[config.mk]
export PLATFORM = sky130hd
export DESIGN_NAME = afe_spi_arbiter
export DESIGN_NICKNAME = d
export VERILOG_FILES = /design/src/rtl/afe_spi_arbiter.sv
export SDC_FILE = /design/constraint.sdc
export NUM_CORES = 1
export LEC_CHECK = 0
export CORE_ASPECT_RATIO = 1.75
export CORE_MARGIN = 2
export CORE_UTILIZATION = 55
export CTS_CLUSTER_DIAMETER = 200
export DETAILED_ROUTE_END_ITERATION = 7
export DONT_BUFFER_PORTS = 1
export GPL_TIMING_DRIVEN = 0
export PLACE_DENSITY = 0.78
export SYNTH_ARGS = -nofsm -noshare
export SYNTH_HDL_FRONTEND = slang
export SYNTH_SLANG_ARGS = --single-unit
[constraint.sdc]
create_clock -name sysClk -period 1.4 [get_ports sysClk]
set_input_delay 0.28 -clock sysClk [delete_from_list [all_inputs] [get_ports sysClk]]
set_output_delay 0.28 -clock sysClk [all_outputs]
set_load 0.05 [all_outputs]
[src/rtl/afe_spi_arbiter.sv]
// Round-robin arbiter that serialises one attenuator word onto one of the two AFE SPI lanes.
// A word goes out MSB first. A latch-enable pulse and an idle gap follow it.
// All pin outputs are registered and trail the FSM state by one cycle.
module afe_spi_arbiter #(
    parameter int unsigned DATA_WIDTH = 8,
    parameter int unsigned CLK_DIV    = 4
) (
    input  logic                  sysClk,
    input  logic                  sysReset_n,
    input  logic                  reqA_valid,
    input  logic                  reqA_chan,
    input  logic [DATA_WIDTH-1:0] reqA_data,
    output logic                  reqA_ready,
    input  logic                  reqB_valid,
    input  logic                  reqB_chan,
    input  logic [DATA_WIDTH-1:0] reqB_data,
    output logic                  reqB_ready,
    output logic                  busy,
    output logic                  lastGrant,
    output logic [1:0]            AFE_SPI_CLK,
    output logic [1:0]            AFE_SPI_SDI,
    output logic [1:0]            AFE_SPI_LE
);

    localparam int unsigned HalfW = $clog2(CLK_DIV) + 1;
    localparam int unsigned BitW  = $clog2(DATA_WIDTH) + 1;
    localparam logic [HalfW-1:0] HalfLast = HalfW'(CLK_DIV - 1);
    localparam logic [BitW-1:0]  BitLast  = BitW'(DATA_WIDTH - 1);

    typedef enum logic [2:0] {StIdle, StShift, StHold, StLatch, StGap} state_e;

    state_e                state_q, state_d;
    logic [HalfW-1:0]      half_q, half_d;
    logic [BitW-1:0]       bit_q, bit_d;
    logic                  phase_q, phase_d;   // 0: SCLK-low half, 1: SCLK-high half
    logic [DATA_WIDTH-1:0] shreg_q, shreg_d;
    logic                  chan_q, chan_d;
    logic                  last_grant_q, last_grant_d;
    logic [1:0]            clk_q, clk_d;
    logic [1:0]            sdi_q, sdi_d;
    logic [1:0]            le_q, le_d;
    logic                  busy_q, busy_d;
    logic                  win_a, win_b;
    logic                  half_last;
    logic                  sclk, sdi, le;

    // Round-robin choice: on a tie, the requester that did not win last time goes first
    always_comb begin
        win_b = reqB_valid & (~reqA_valid | ~last_grant_q);
        win_a = reqA_valid & ~win_b;
    end

    assign reqA_ready = (state_q == StIdle) & win_a;
    assign reqB_ready = (state_q == StIdle) & win_b;
    assign half_last  = (half_q == HalfLast);

    // Next-state logic for the FSM, the counters and the captured request
    always_comb begin
        state_d      = state_q;
        half_d       = half_q;
        bit_d        = bit_q;
        phase_d      = phase_q;
        shreg_d      = shreg_q;
        chan_d       = chan_q;
        last_grant_d = last_grant_q;
        case (state_q)
            StIdle: begin
                if (win_a | win_b) begin
                    state_d      = StShift;
                    half_d       = '0;
                    bit_d        = '0;
                    phase_d      = 1'b0;
                    chan_d       = win_b ? reqB_chan : reqA_chan;
                    shreg_d      = win_b ? reqB_data : reqA_data;
                    last_grant_d = win_b;
                end
            end
            StShift: begin
                if (half_last) begin
                    half_d  = '0;
                    phase_d = ~phase_q;
                    if (phase_q) begin
                        if (bit_q == BitLast) begin
                            state_d = StHold;
                        end else begin
                            bit_d   = bit_q + 1'b1;
                            shreg_d = shreg_q << 1;
                        end
                    end
                end else begin
                    half_d = half_q + 1'b1;
                end
            end
            StHold: begin
                if (half_last) begin
                    half_d  = '0;
                    state_d = StLatch;
                end else begin
                    half_d = half_q + 1'b1;
                end
            end
            StLatch: begin
                if (half_last) begin
                    half_d  = '0;
                    state_d = StGap;
                end else begin
                    half_d = half_q + 1'b1;
                end
            end
            StGap: begin
                if (half_last) begin
                    half_d  = '0;
                    state_d = StIdle;
                end else begin
                    half_d = half_q + 1'b1;
                end
            end
            default: state_d = StIdle;
        endcase
    end

    // Pin values derived from the current state, steered onto the captured lane
    always_comb begin
        sclk   = (state_q == StShift) & phase_q;
        sdi    = (state_q == StShift) & shreg_q[DATA_WIDTH-1];
        le     = (state_q == StLatch);
        clk_d  = chan_q ? {sclk, 1'b0} : {1'b0, sclk};
        sdi_d  = chan_q ? {sdi, 1'b0}  : {1'b0, sdi};
        le_d   = chan_q ? {le, 1'b0}   : {1'b0, le};
        busy_d = (state_q != StIdle);
    end

    // State and output registers; reset abandons any word in flight
    always_ff @(posedge sysClk or negedge sysReset_n) begin
        if (!sysReset_n) begin
            state_q      <= StIdle;
            half_q       <= '0;
            bit_q        <= '0;
            phase_q      <= 1'b0;
            shreg_q      <= '0;
            chan_q       <= 1'b0;
            last_grant_q <= 1'b1;
            clk_q        <= '0;
            sdi_q        <= '0;
            le_q         <= '0;
            busy_q       <= 1'b0;
        end else begin
            state_q      <= state_d;
            half_q       <= half_d;
            bit_q        <= bit_d;
            phase_q      <= phase_d;
            shreg_q      <= shreg_d;
            chan_q       <= chan_d;
            last_grant_q <= last_grant_d;
            clk_q        <= clk_d;
            sdi_q        <= sdi_d;
            le_q         <= le_d;
            busy_q       <= busy_d;
        end
    end

    assign busy        = busy_q;
    assign lastGrant   = last_grant_q;
    assign AFE_SPI_CLK = clk_q;
    assign AFE_SPI_SDI = sdi_q;
    assign AFE_SPI_LE  = le_q;

endmodule

# --- Yosys cells after proc, flatten, opt, wreduce, memory -nomap -nowiden ---
# Cells that the tools add are included.
totals:
  ff_bits: 28
  latchBits: 0
  mem_bits_rw: 0
  romBits: 0
  input_bits: 22
  output_inout_bits: 10
  elab_cells: 78
  mem_count: 0
classes:
  addsub: 2
  mul: 0
  div_mod_pow: 0
  magnitude_cmp: 0
  eq_ne: 14
  shifts: 0
  n_mux: 29
  bitwise_logic: 12
  reduce_logical: 10
op_table:
  columns: ["op", "n"]
  rows:
  - ["8-bit two-way mux", 5]
  - ["3-bit two-way mux", 9]
  - ["4-bit two-way mux", 4]
  - ["8-bit one-hot mux with 2 select lines", 1]
  - ["3-bit one-hot mux with 5 select lines", 1]
  - ["2-bit != test (second input constant)", 7]
  - ["3-bit by 2-bit == test with 1-bit output (second input constant)", 3]
  - ["4-bit one-hot mux with 2 select lines", 1]
  - ["7-bit AND reduction", 1]
  - ["1-bit AND", 6]
  - ["2-bit two-way mux", 3]
  - ["3-bit one-hot mux with 2 select lines", 1]
  - ["5-bit AND reduction", 1]
  - ["4-bit by 1-bit adder with 4-bit output (second input constant)", 1]
  - ["4-bit by 3-bit == test with 1-bit output (second input constant)", 1]
  - ["1-bit NOT", 4]
  - ["2-bit AND reduction", 2]
  - ["2-bit nonzero test", 2]
  - ["4-bit OR reduction", 1]
  - ["3-bit by 1-bit adder with 3-bit output (second input constant)", 1]
  - ["3-bit by 1-bit == test with 1-bit output (second input constant)", 1]
  - ["3-bit == test (second input constant)", 1]
  - ["3-bit zero test", 1]
  - ["1-bit two-way mux", 3]
  - ["5 further kinds", 6]

# --- Depth between registers and ports, before layout ---
# Gate-level depths: netlist of the first run.
logic_depth:
  ltp_word: 8
  depth_mapped: 6
  mapped_depth_nobuf: 5

# --- Worst setup path after synthesis of the first run ---
# Ideal clock, no wire load.
synth_path:
  path_type: "reg-to-output"
  from: "reg last_grant_q (netlist: lastGrant)"
  to: "out reqA_ready"
  arrival_time_ps: 1534
  t_required_ps: 1120
  slack_ps: -414
  path_stages_with_launch: 3
  n_path_buf: 0
  cell_sequence: "dfstp_2 -> a21boi_4 -> nor2_1"
synth_via:
  elab_chain_len: 6
synth_lines:
  columns: ["item", "line", "text"]
  rows:
  - ["from (decl)", "38", "logic last_grant_q, last_grant_d;"]
  - ["from (signal assigned)", "154", "last_grant_q <= last_grant_d;"]
  - ["1-bit NOT", "49", "win_b = reqB_valid & (~reqA_valid | ~last_grant_q);"]
  - ["1-bit bitwise OR", "49", null]
  - ["1-bit AND", "49", null]
  - ["1-bit NOT", "50", "win_a = reqA_valid & ~win_b;"]
  - ["1-bit AND", "50", null]
  - ["1-bit AND", "53", "assign reqA_ready = (state_q == StIdle) & win_a;"]
  - ["to (decl)", "13", "output logic reqA_ready,"]
# No other way between the ends.

# --- Worst setup path after layout of the first run ---
# Ends and elaborated chain as after synthesis.

==> results of run 1 <==
-- through the flow --
| stage | utilization, % | cells | worst slack, ps |
|---|---|---|---|
| 3_3_place_gp | 59.7 | 192 | -165 |
| 6_report | 77.0 | 213 | -370 |
| 2_1_floorplan | - | 165 | -45.1 |
| 4_1_cts | 67.1 | 205 | -344 |
| 5_1_grt | 77.0 | 213 | -427 |
| 3_5_place_dp | 59.7 | 192 | -172 |
-- worst max-delay path: stages (launching register included) --
cell	delay [ps]
dfstp_4	750
a21boi_4	140
nor2_4	320
-- layout by cell type (no fill, tap or decap), types with 2 or more instances in the layout --
master	instances
clkbuf_8	4
nand3b_1	2
nand2_1	29
buf_6	9
nor3_2	3
buf_4	13
nor2_4	4
nor2_1	10
o31ai_4	8
nor3_4	2
a31oi_1	2
nor3b_2	2
dfrtp_1	27
a21oi_1	4
o21ai_0	5
nor2_2	8
nor3_1	2
a22o_1	2
and3_4	2
nand3_1	4
nand2_2	5
nand2b_4	2
ha_2	2
and3_1	8
-- power by group --
part,internal [uW],total [uW],switching (uW)
Clock,252,501,249
Combinational,73.9,175,101
Sequential,849,912,63.5
Total,1170,1590,413
-- final cells by class --
| cell class | instances | area (um2) |
|---|---|---|
| clock buffer | 4 | 55.1 |
| buffer | 7 | 68.8 |
| timing repair buffer | 18 | 165 |
| fill | 155 | 619 |
| tap | 27 | 33.8 |
| inverter | 3 | 13.8 |
| sequential | 28 | 706 |
| multi-input combinational | 126 | 1030 |
-- cells in the mapped netlist --
cell type	n
a211o_1	1
a21bo_2	1
a21boi_4	1
a21o_1	1
a21oi_1	4
a22o_1	2
a31oi_1	2
a32o_1	1
and2_1	1
and2b_1	1
and3_1	9
and3_4	1
and4b_1	1
buf_2	4
buf_4	2
buf_6	2
dfrtp_1	27
dfstp_2	1
ha_1	2
inv_1	2
inv_2	1
mux2i_1	1
mux4_2	1
nand2_1	35
nand2b_1	2
nand3_1	4
nand3b_1	2
nand4b_1	1
nor2_1	21
nor2_4	1
nor3_1	6
nor3_2	1
nor3b_1	2
nor4_1	1
o211ai_2	1
o21ai_0	6
o21ai_1	1
o21ba_2	1
o22a_1	1
o311ai_1	1
o31ai_2	8
or2_2	1
-- flip-flops by register name (all words and copies together), names as in the netlist --
signal,cells
half_q,3
AFE_SPI_CLK,2
lastGrant,1
AFE_SPI_SDI,2
chan_q,1
bit_q,4
state_q,3
AFE_SPI_LE,2
phase_q,1
busy,1
shreg_q,8
-- routing by layer --
| metal | global-route usage, % | vias to the layer above | wire [um] |
|---|---|---|---|
| met2 | 43.8 | 60 | 2310 |
| met1 | 24.9 | 659 | 1470 |
| met5 | 0 | - | 0 |
| met4 | 14.1 | 0 | 124 |
| li1 | - | 617 | - |
| met3 | 2.18 | 12 | 183 |
-- worst max path at each step --
stage               depth (start not counted)  startpoint  slack, ps          to
floorplan                                   5   lastGrant        -50  shreg_q[1]
global placement                            4  state_q[0]       -170  reqB_ready
detailed placement                          4  state_q[0]       -170  reqB_ready
CTS                                         4  state_q[0]       -340  reqA_ready
global route                                4  state_q[0]       -430  reqA_ready
finish                                      2   lastGrant       -370  reqA_ready
-- logic make-up (layout without fill, tap and decap cells) --
kind of cell,after synthesis,count (layout)
AO/OA/AOI/OAI,32,32
flip-flops,28,28
adder cells (fa/ha/maj),2,2
buffers and inverters,11,32
AND/OR/NAND/NOR,90,90
multiplexers,2,2
-- repair_timing --
action / 4_1_cts / 5_1_grt
cloned: 1 / 1
hold buffers: 2 / 0
resized for setup: 19 / 44
endpoints found under the setup margin: 19 / 23
buffers inserted: 7 / 8
pin swaps: 8 / 11
hold endpoints to repair: 28 / 0
==> flow_summary_export.csv, run 1 <==
group,metric,value,unit
setup_path,worstSetupEndpointType,"output port",
logic_synthesis,yosysTopAreaCellShare,43.7,%
logic_synthesis,ys_seq_area_share,45.4,%
routing,drtIter0Drc,40,
power,vdd_drop_max,0.000645,V
logic_synthesis,synthAdderAreaFrac,1.62,%
routing,ant_nets,0,
clocking,cts.path.max_buffers,2,
timing,worstMarginPinSlew,470,ps
routing,wl_per_cell,19.2,um
logic_synthesis,syn_area,0.00155,mm2
setup_path,cp.arrival,1490,ps
global_route,antenna_found_initial,0,
timing,worst_slack,-370,ps
finish,syn_to_final_growth,34.0,%
timing,drv_slew,0,
timing,fin_setup_tns,-2380,ps
timing,hold_viol,0,
routing,vias,1348,
die,die_x,44.1,um
die,die-area,0.00327,mm2
logic_synthesis,synth_mux_area_share,2.11,%
place,io_buffers,0,
logic_synthesis,synth.ff_latch_count,28,
place,placed_area,0.00161,mm2
global_route,track_usage,23.7,%
routing,wirelength,4.09,mm
power,power_density,767,mW/mm2
global_route,grt_pass1_vias,1286,
logic_synthesis,yosys_warnings,0,
die,start_util,57.4,%
finish,nNetsFinal,211,
min_path,min-delay-start,"reqB_valid",
logic_synthesis,syn_area_per_cell,9.37,um2
clocking,htreeDepth,1,
min_path,holdCritPathClass,"primary input to flip-flop",
timing,rsz0062_at_grt,"yes",
clocking,cts_buffers,3,
global_route,grt_first_pass_wirelength,5.62,mm
die,ios,32,
setup_path,r2r_end,"bit_q[0]",
place,globalplace.congestion,0.791,
logic_synthesis,syn_inst,165,
min_path,whs_path_depth,2,
routing,viasPerCell,6.33,
die,die_h,74.1,um
clocking,clkSinkCount,28,
setup_path,r2r-start,"half_q[0]",
global_route,grt-ovfl-total,0,
clocking,clockRootBuffer,"clkbuf_8",
clocking,worst_skew_pair.late_latency,270,ps
finish,drive_gt1_share,43.5,%
setup_path,path_class,"flip-flop to output port",
power,p_total,1590,uW
logic_synthesis,synth-simple-area-share,28.3,%
die,fp-row-count,25,
logic_synthesis,synth_xor_area_share,0,%
routing,drcViolationCount,0,
clocking,path_clk_slew,90,ps
place,place_hpwl,2.42,mm
power,leakagePower,0.000894,uW
setup_path,required,1120,ps
logic_synthesis,synth_compound_area_share,18.1,%
die,core,0.00269,mm2
timing,max_slew_margin,68.7,%
timing,fmax,565,MHz
logic_synthesis,synth_top_family_by_area,"simple AND/OR/NAND/NOR gates",
timing,holdWs,109,ps
logic_synthesis,yosysTopAreaCell,"dfrtp_1",
clocking,cts_tree,"built",
setup_path,r2r_cells,6,
logic_synthesis,ys_types,42,
timing,min_period,1770,ps
run,maxCapViolCount,0,
routing,first_pass_iters,4,
outcome,violations,"negative setup slack",
logic_synthesis,synth_nets,189,
global_route,grt_max_degree,29,
outcome,status,"complete, but fails checks",
setup_path,cp_max_fo,9,
min_path,hold_end,"lastGrant",
finish,num_antenna_cells,0,
logic_synthesis,synthTopCellsByArea,"dfrtp_1, nand2_1, o31ai_2, nor2_1, and3_1",
timing,setup_viol,15,
finish,final_design_area_no_fill,0.00207,mm2
setup_path,r2r_slack,-230,ps
setup_path,startpoint_type,"flip-flop",
timing,skew,0.784,ps
timing,timing.final.crit_share,126,%
Power figures use the tool's default switching activity.
==> run 2, diff against run 1 <==
--- a/config.mk
+++ b/config.mk
@@ -6,13 +6,13 @@
 export NUM_CORES = 1
 export LEC_CHECK = 0
 export CORE_ASPECT_RATIO = 1.75
-export CORE_MARGIN = 2
+export CORE_MARGIN = 4
 export CORE_UTILIZATION = 55
 export CTS_CLUSTER_DIAMETER = 200
 export DETAILED_ROUTE_END_ITERATION = 7
 export DONT_BUFFER_PORTS = 1
 export GPL_TIMING_DRIVEN = 0
-export PLACE_DENSITY = 0.78
+export PLACE_DENSITY = 0.82
 export SYNTH_ARGS = -nofsm -noshare
 export SYNTH_HDL_FRONTEND = slang
 export SYNTH_SLANG_ARGS = --single-unit
==> run 2 against run 1 <==
Effect of this change:
- final cell count fell by 0.47%
- clock power increased by 30%
- critical path type unchanged
- critical path depth did not move
- total power increased by 10%
- the flow still finishes with violations (negative setup slack)
- highest routed layer unchanged
==> flow_summary_export.csv, run 2 (synthesized netlist as in run 1, its figures left out) <==
group,metric,value,unit
finish,n_fill_cell,159,
die,die_x,48.1,um
global_route,grt.met1_usage,21.0,%
clocking,clkSinkCount,28,
finish,drive_gt1_share,42.7,%
global_route,top_usage_layer,"met2",
routing,first_pass_iters,4,
timing,fmax,575,MHz
routing,drcViolationCount,0,
setup_path,cp.arrival,1460,ps
outcome,status,"complete, but fails checks",
setup_path,r2r_cells,5,
global_route,antenna_found_initial,0,
routing,vias,1336,
power,p_total,1750,uW
finish,nNetsFinal,210,
routing,drtIter0Drc,27,
global_route,grt_first_pass_wirelength,6.00,mm
global_route,grt_max_degree,29,
place,globalplace.congestion,0.877,
clocking,path_clk_slew,100,ps
routing,wirelength,4.08,mm
setup_path,r2r_end,"shreg_q[6]",
timing,setup_viol,16,
setup_path,cp_max_fo,5,
global_route,grtUsageMet3,3.21,%
setup_path,cp_cell_sequence,"a21boi_4 > nor2_4",
finish,final_design_area_no_fill,0.00202,mm2
timing,drv_slew,0,
setup_path,critical_path_buf_inv_count,0,
run,maxCapViolCount,0,
place,post-place-ws,-182,ps
global_route,track_usage,21.8,%
finish,top_regs,"shreg_q x8, bit_q x4",
finish,final_cell_mix,"nand2_1, dfrtp_1, nor2_1",
clocking,htreeDepth,1,
setup_path,crit_family,"flip-flops",
finish,fin_cells,212,
clocking,worst_skew_pair.late_latency,280,ps
clocking,cts_buffers,3,
global_route,met2_usage,41.1,%
outcome,violations,"negative setup slack",
global_route,grt-ovfl-total,0,
global_route,grt_pass1_vias,1354,
setup_path,path_class,"flip-flop to output port",
clocking,cts.path.max_buffers,2,
die,core,0.00269,mm2
setup_path,required,1120,ps
routing,wl_per_cell,19.3,um
die,start_util,57.4,%
min_path,min-delay-start,"reqB_valid",
setup_path,cp_slowest_stage_delay,750,ps
finish,num_antenna_cells,0,
routing,ant_nets,0,
timing,max_slew_margin,68.6,%
setup_path,startpoint_type,"flip-flop",
timing,hold_viol,0,
finish,multiInputGateArea,973,um2
finish,seqCellArea,707,um2
setup_path,r2r_slack,-170,ps
timing,skew,6.45,ps
die,ios,32,
timing,worst_slack,-341,ps
min_path,hold_end,"lastGrant",
setup_path,r2r-start,"lastGrant",
timing,timing.final.crit_share,124,%
timing,rsz0062_at_grt,"yes",
clocking,cts_tree,"built",
finish,final_common_cell,"nand2_1",
place,placed_area,0.00161,mm2
finish,top_register,"shreg_q",
die,fp-row-count,25,
die,die_h,78.1,um
routing,viasPerCell,6.30,
place,io_buffers,0,
power,vdd_drop_max,0.000694,V
clocking,clockRootBuffer,"clkbuf_8",
die,die-area,0.00375,mm2
place,place_hpwl,2.61,mm
power,leakagePower,0.000870,uW
power,power_density,866,mW/mm2
place,place_inst,192,
finish,syn_to_final_growth,30.8,%
finish,largest_reg_flops,8,
setup_path,critPathSlowestCell,"dfstp_4",
finish,finish.utilization,75.1,%
timing,min_period,1740,ps
min_path,whs_path_depth,2,
timing,worstMarginPinSlew,471,ps
setup_path,worstSetupEndpointType,"output port",
min_path,holdCritPathClass,"primary input to flip-flop",
-- run 2: worst max path at each step --
stage,startpoint,to,cells after the start
after global placement,state_q[0],reqB_ready,4
after detailed placement,state_q[0],reqA_ready,4
final,lastGrant,reqA_ready,2
after global routing,lastGrant,reqA_ready,2
after CTS,state_q[0],reqA_ready,4
after floorplan,lastGrant,shreg_q[1],5
-- run 2: through the flow --
stage,hold slack [ps],TNS [ps]
global placement,-15.0,-1410
global route,130,-3140
detailed placement,-14.9,-1880
CTS,99.4,-2000
floorplan,-15.6,-361
finish,133,-2250
-- run 2: layout make-up --
| class | count | share of cell area, % |
|---|---|---|
| Clock buffer | 3 | 2.04 |
| Sequential cell | 28 | 35.0 |
| Clock inverter | 1 | 1.49 |
| Buffer | 7 | 3.41 |
| Timing Repair Buffer | 17 | 7.68 |
| Multi-Input combinational cell | 126 | 48.2 |
| Tap cell | 27 | 1.67 |
| Inverter | 3 | 0.557 |
-- run 2: timing repair --
item | 4_1_cts | 5_1_grt
resized for setup | 32 | 20
gates cloned | 1 | 0
hold buffers | 2 | 0
buffers inserted | 9 | 5
endpoints found under the hold margin | 28 | 0
pin swaps | 12 | 11
endpoints found under the setup margin | 20 | 21
-- run 2: layer usage --
| metal | wire length [um] | vias to the layer above |
|---|---|---|
| met5 | 0 | - |
| met4 | 157 | 0 |
| met3 | 209 | 17 |
| met2 | 2320 | 53 |
| met1 | 1400 | 650 |
| li1 | - | 616 |
-- run 2: power by group --
part / switching (uW) / leakage [uW] / internal [uW]
clock network: 266 / 0.0000357 / 384
logic: 103 / 0.000479 / 91.7
registers: 56.3 / 0.000355 / 849
==> run 3, diff against run 2 <==
--- a/config.mk
+++ b/config.mk
@@ -5,6 +5,7 @@
 export SDC_FILE = /design/constraint.sdc
 export NUM_CORES = 1
 export LEC_CHECK = 0
+export ABC_AREA = 0
 export CORE_ASPECT_RATIO = 1.75
 export CORE_MARGIN = 4
 export CORE_UTILIZATION = 55
==> results of run 3 <==
No change in the layout: final DEF, timing and power equal those of run 2.
